===== src/rtl/tu_pkg.sv =====
// Shared widths and the lane-byte type for the trigger-unit lane slipper.
package tu_pkg;
   localparam int unsigned LANE_W          = 8;
   localparam int unsigned SLIP_W          = 3;
   localparam int unsigned WRAP_W          = 16;
   localparam int unsigned HOLDOFF_DEFAULT = 4;

   typedef logic [LANE_W-1:0] lane_byte_t;
endpackage


===== src/rtl/tu_lane_slip_unit.sv =====
// One trigger lane: two-stage capture, {cur,prev} window select, slip pointer, holdoff timer.
// Pointer/wrap status ports exist only when TU_LANE_STATUS_EN is defined.
module tu_lane_slip_unit
   import tu_pkg::*;
#(
   parameter int unsigned HOLDOFF = HOLDOFF_DEFAULT
) (
   input  logic       clk_i,
   input  logic       rst_n_i,
   input  lane_byte_t din_i,
   input  logic       din_valid_i,
   input  logic       slip_i,
   input  logic       slip_clr_i,
   output lane_byte_t dout_o,
   output logic       valid_o,
   output logic       busy_o
`ifdef TU_LANE_STATUS_EN
   ,
   output logic [SLIP_W-1:0] pos_o,
   output logic              wrap_o
`endif
);
   localparam int unsigned CNT_W = (HOLDOFF < 2) ? 1 : $clog2(HOLDOFF + 1);

   lane_byte_t          cur_q, cur_d;
   lane_byte_t          prev_q, prev_d;
   lane_byte_t          dout_q, dout_d;
   logic                v1_q, v1_d;
   logic                v2_q, v2_d;
   logic [SLIP_W-1:0]   pos_q, pos_d;
   logic [CNT_W-1:0]    cnt_q, cnt_d;
   logic [2*LANE_W-1:0] window;
   logic                busy;
   logic                slip_ok;

   assign busy    = (cnt_q != '0);
   assign slip_ok = slip_i && !busy && !slip_clr_i;

   always_comb begin
      window = {cur_q, prev_q};
      cur_d  = din_valid_i ? din_i : cur_q;
      v1_d   = din_valid_i;
      prev_d = v1_q ? cur_q : prev_q;
      // pointer is sampled here, so a slip lands on the next stage-2 word
      dout_d = v1_q ? window[pos_q +: LANE_W] : dout_q;
      v2_d   = v1_q;
      pos_d  = pos_q;
      cnt_d  = cnt_q;
      if (slip_clr_i) begin
         pos_d = '0;
         cnt_d = '0;
      end else if (slip_ok) begin
         pos_d = pos_q + SLIP_W'(1);
         cnt_d = CNT_W'(HOLDOFF);
      end else if (busy) begin
         cnt_d = cnt_q - CNT_W'(1);
      end
   end

   always_ff @(posedge clk_i) begin
      if (!rst_n_i) begin
         cur_q  <= '0;
         prev_q <= '0;
         dout_q <= '0;
         v1_q   <= 1'b0;
         v2_q   <= 1'b0;
         pos_q  <= '0;
         cnt_q  <= '0;
      end else begin
         cur_q  <= cur_d;
         prev_q <= prev_d;
         dout_q <= dout_d;
         v1_q   <= v1_d;
         v2_q   <= v2_d;
         pos_q  <= pos_d;
         cnt_q  <= cnt_d;
      end
   end

   assign dout_o  = dout_q;
   assign valid_o = v2_q;
   assign busy_o  = busy;
`ifdef TU_LANE_STATUS_EN
   assign pos_o  = pos_q;
   assign wrap_o = slip_ok && (pos_q == '1);
`endif
endmodule


===== src/rtl/tu_lane_slipper.sv =====
// Per-lane fabric bitslip ahead of the trigger-unit bitslip generator.
// TU_LANE_STATUS_EN enables slip_pos / wrap_cnt; otherwise both are tied to zero.
module tu_lane_slipper
   import tu_pkg::*;
#(
   parameter int unsigned N_LANES = 8,
   parameter int unsigned HOLDOFF = HOLDOFF_DEFAULT
) (
   input  logic                        S_AXI_ACLK,
   input  logic                        S_AXI_ARESETN,
   input  logic [LANE_W*N_LANES-1:0]   din,
   input  logic                        din_valid,
   input  logic [N_LANES-1:0]          tu_bitslip,
   input  logic                        slip_clr,
   output logic [LANE_W*N_LANES-1:0]   trigger_data_out,
   output logic                        trigger_valid,
   output logic [N_LANES-1:0]          lane_busy,
   output logic [SLIP_W*N_LANES-1:0]   slip_pos,
   output logic [WRAP_W-1:0]           wrap_cnt
);
   logic [N_LANES-1:0] lane_valid;
`ifdef TU_LANE_STATUS_EN
   logic [N_LANES-1:0] lane_wrap;
`endif

   for (genvar g = 0; g < N_LANES; g++) begin : g_lane
      tu_lane_slip_unit #(.HOLDOFF(HOLDOFF)) u_unit (
         .clk_i       (S_AXI_ACLK),
         .rst_n_i     (S_AXI_ARESETN),
         .din_i       (din[g*LANE_W +: LANE_W]),
         .din_valid_i (din_valid),
         .slip_i      (tu_bitslip[g]),
         .slip_clr_i  (slip_clr),
         .dout_o      (trigger_data_out[g*LANE_W +: LANE_W]),
         .valid_o     (lane_valid[g]),
         .busy_o      (lane_busy[g])
`ifdef TU_LANE_STATUS_EN
         ,
         .pos_o       (slip_pos[g*SLIP_W +: SLIP_W]),
         .wrap_o      (lane_wrap[g])
`endif
      );
   end

   // every lane sees the same din_valid, so the valid bits are identical
   assign trigger_valid = &lane_valid;

`ifdef TU_LANE_STATUS_EN
   logic [WRAP_W-1:0] wrap_q, wrap_d, wrap_add;
   logic [WRAP_W:0]   wrap_sum;

   always_comb begin
      wrap_add = '0;
      for (int i = 0; i < N_LANES; i++) begin
         wrap_add = wrap_add + WRAP_W'(lane_wrap[i]);
      end
      wrap_sum = (WRAP_W+1)'(wrap_q) + (WRAP_W+1)'(wrap_add);
      wrap_d   = wrap_sum[WRAP_W] ? '1 : wrap_sum[WRAP_W-1:0];
   end

   always_ff @(posedge S_AXI_ACLK) begin
      if (!S_AXI_ARESETN) begin
         wrap_q <= '0;
      end else begin
         wrap_q <= wrap_d;
      end
   end

   assign wrap_cnt = wrap_q;
`else
   assign slip_pos = '0;
   assign wrap_cnt = '0;
`endif
endmodule


===== config.mk =====
export PLATFORM = sky130hd
export DESIGN_NAME = tu_lane_slipper
export DESIGN_NICKNAME = d
export VERILOG_FILES = /design/src/rtl/tu_pkg.sv /design/src/rtl/tu_lane_slip_unit.sv /design/src/rtl/tu_lane_slipper.sv
export SDC_FILE = /design/constraint.sdc
export NUM_CORES = 1
export LEC_CHECK = 0
export ABC_AREA = 1
export CAP_MARGIN = 20
export CORE_MARGIN = 2
export CORE_UTILIZATION = 25
export CTS_BUF_LIST = sky130_fd_sc_hd__clkbuf_8 sky130_fd_sc_hd__clkbuf_16
export DETAILED_ROUTE_END_ITERATION = 16
export PLACE_DENSITY = 0.43
export SLEW_MARGIN = 20
export SYNTH_ARGS = -nofsm -noshare
export SYNTH_HDL_FRONTEND = slang
export SYNTH_HIERARCHICAL = 1
export SYNTH_SLANG_ARGS = --single-unit

===== constraint.sdc =====
create_clock -name S_AXI_ACLK -period 2.8 [get_ports S_AXI_ACLK]
set_clock_uncertainty 0.15 [all_clocks]
set_input_delay 0.42 -clock S_AXI_ACLK [delete_from_list [all_inputs] [get_ports S_AXI_ACLK]]
set_output_delay 0.42 -clock S_AXI_ACLK [all_outputs]
set_load 0.02 [all_outputs]

==> out/metrics.cfg <==
[hold_path]
min_path_cells=3
holdCritStartpoint=S_AXI_ARESETN
hold_path_class=in -> reg
min_delay_worst_endpoint=g_lane[4].u_unit/v1_q$_SDFF_PN0_

[route]
totalWireLength_mm=36.95
route.antenna.remaining_nets=0
initialDrtViolationCount=717
drc=0
route.detailed.wl_per_inst_um=13.06
first_pass_iters=5
via_count=12660
vias_per_cell=4.475

[clock_tree]
cts.htree.levels=2
cts_tree=done
cts_max_path_buffers=3
root_buffer=sky130_fd_sc_hd__clkbuf_16
clk_pin_slew_ns=0.05
clock_insertion_delay_worst_skew_ns=0.53
tritoncts_num_sinks=256
post_cts_resize_count=0
cts-hold-fix-buffers=0
cts-buffers-inserted=35
cts_post_setup_buffers_inserted=0

[layout]
nNetsFinal=2219
filler_cell_count=5937
drive_above_1_share=0.06517
finish.cell_count_without_fillers=2830
area_growth_syn_to_layout_pct=20.63
register_area_sq_mm=0.005125
finalInstanceArea_sq_mm=0.01626
multi_input_gate_area_in_the_final_layout_sq_mm=0.006633

[floorplanning]
floorplan.rows=85
coreArea_sq_mm=0.05360
die_w_um=236.2
die_area_sq_mm=0.05579
initial_utilization=0.2514
pin_count=189
die_h_um=236.2

[global_routing]
grt_max_degree=43
overflow=0
grt_pass1_wl_mm=60.50
number_of_global_route_vias_before_repair=11840
globalRouteTotalUtil=0.1306
antenna_found_initial=1

[power_and_ir_drop]
pwr_density_cell_mw_per_mm2=620.5
vdd_ir_drop_max_mv=0.3706
fin_total_pwr_uw=10090
power.static_leakage_uw=0.007459

[setup_path]
path_max_fanout=7
path_delay_family=buffers and inverters
critical_path.max_stage_delay_ns=0.62
worst-setup-path-type=reg -> out
worstSetupStartpointType=flip-flop
timing.reg2reg.worst_path_depth=7
worstPathBufferInverterCount=3
critical-path-slowest-cell=sky130_fd_sc_hd__clkdlybuf4s50_1
timing.critical_path.arrival_ns=2.10
reg2reg_to=g_lane[0].u_unit/dout_o[4]$_SDFFE_PN0P_
worstSetupEndpointType=primary output
r2r_slack_ns=0.95
critical_path.reg2reg.startpoint=g_lane[0].u_unit/pos_q[0]$_SDFFE_PP0P_
critPathRequiredTime_ns=2.23
cp_cell_sequence=inv_1 > ha_1 > ha_1 > inv_1 > clkdlybuf4s50_1

[yosys]
post_synthesis_cell_area_sq_mm=0.01348
yosys_warnings=6
count_of_cell_types_in_the_netlist=19
yosys-top-cells-area=sky130_fd_sc_hd__dfxtp_1 (38%), sky130_fd_sc_hd__nand3_1 (14%), sky130_fd_sc_hd__nor2_1 (12%)
post-synth-top-area-cell=sky130_fd_sc_hd__dfxtp_1
synth_seq_area_share=0.3802
synthCells=1988
synth-edff-count=0
ys_async_sr_fraction=0
synth.ff_latch_count=256
syn_avg_cell_area_sq_um=6.780
synth.top_cell.area_share=0.3802
ys.flop_type=sky130_fd_sc_hd__dfxtp_1
yosysMostFrequentCell=sky130_fd_sc_hd__nor2_1
synth_common_cells=sky130_fd_sc_hd__nor2_1 (425), sky130_fd_sc_hd__nand3_1 (376), sky130_fd_sc_hd__nand2_1 (342), sky130_fd_sc_hd__dfxtp_1 (256), sky130_fd_sc_hd__inv_1 (172)

[place]
preCtsSetupSlack_ns=0.6591
port_buffers=148
dp.final_hpwl_mm=25.85
post-place-cells=2770
finalWeightedCongestion=0.8123
detailed_place.area_sq_mm=0.01506

[flow_run]
number_of_max_cap_violations=0

[timing]
period_share=0.9522
slew_viol_final=0
setup-violations-final=0
post-route-worst-setup-slack_ns=0.1338
fmax_mhz=375.1
finalHoldViolations=0
grt_setup_unrepaired=false
period_minus_slack_ns=2.666
least_margin_pin_slew_ns=0.9021
maxSlewHeadroom=0.3978
tns_ns=0

[status]
run_status=complete, no violations

[kinds of logic (layout without fill, tap and decap cells)]
family,Yosys count,after routing,synth area share
fa+ha+maj,32,32,0.02971
flops,256,256,0.3802
compound gates,192,192,0.07130
simple gates,1191,1191,0.3800
buf+inv,316,422,0.1385
other cells,1,41,0.0002782
[sequential cells by signal, indices dropped and copies added, names as in the netlist]
register / flops
g_lane.u_unit/cur_q: 64
g_lane.u_unit/pos_q: 24
g_lane.u_unit/v1_q: 8
g_lane.u_unit/valid_o: 8
g_lane.u_unit/dout_o: 64
g_lane.u_unit/prev_q: 64
g_lane.u_unit/cnt_q: 24
[routing by layer]
metal	routed length, um	track usage
met1	17780	0.1746
met5	0	0
met2	16700	0.2126
met4	837	0.04469
met3	1633	0.02200
[power by group]
group,total [uW],internal (uW),switching [uW]
sequential,4090,3870,223
clock,4590,2910,1680
combinational,1400,573,831
[area by class of cell]
class                   count  area share
diodes                      1   0.0001539
clock buffers              47     0.06541
clock inverters            12    0.008081
inverters                 188     0.04340
multi-input cells        1455      0.4080
flip-flops and latches    256      0.3152
well taps                 696     0.05356
repair buffers            175      0.1062
[worst max-delay path by stage]
| stage | from | depth (start not counted) | to | slack [ns] |
|---|---|---|---|---|
| after floorplan | g_lane[0].u_unit/cnt_q[0]$_SDFFE_PP0P_ | 4 | lane_busy[0] | 1.27 |
| after global placement | g_lane[5].u_unit/cnt_q[0]$_SDFFE_PP0P_ | 5 | lane_busy[5] | 0.66 |
| after detailed placement | g_lane[5].u_unit/cnt_q[0]$_SDFFE_PP0P_ | 5 | lane_busy[5] | 0.66 |
| after CTS | g_lane[5].u_unit/cnt_q[0]$_SDFFE_PP0P_ | 5 | lane_busy[5] | 0.06 |
| after global routing | g_lane[1].u_unit/cnt_q[0]$_SDFFE_PP0P_ | 5 | lane_busy[1] | 0.002 |
| final | g_lane[3].u_unit/cnt_q[0]$_SDFFE_PP0P_ | 5 | lane_busy[3] | 0.13 |
[worst min-delay path, cell delays in order]
cell                      delay [ns]
sky130_fd_sc_hd__buf_4          0.29
sky130_fd_sc_hd__nand2_1        0.14
sky130_fd_sc_hd__inv_1          0.03
[placed cells by master, fill, tap and decap left out, drive strengths merged]
cell           count
nor2             425
nand3            392
nand2            374
dfxtp            256
inv              185
o21ai            152
clkdlybuf4s50    146
clkbuf            47
conb              40
a21oi             40
ha                32
buf               29
clkinv            11
bufinv             3
diode              1
clkinvlp           1
[stage by stage]
stage	utilization	hold WS (ns)
2_1_floorplan	-	0.2834
3_3_place_gp	0.2810	0.2928
3_5_place_dp	0.2810	0.2976
4_1_cts	0.3033	0.2246
5_1_grt	0.3033	0.2792
6_report	0.3033	0.2498
Power figures use the tool's default switching activity.
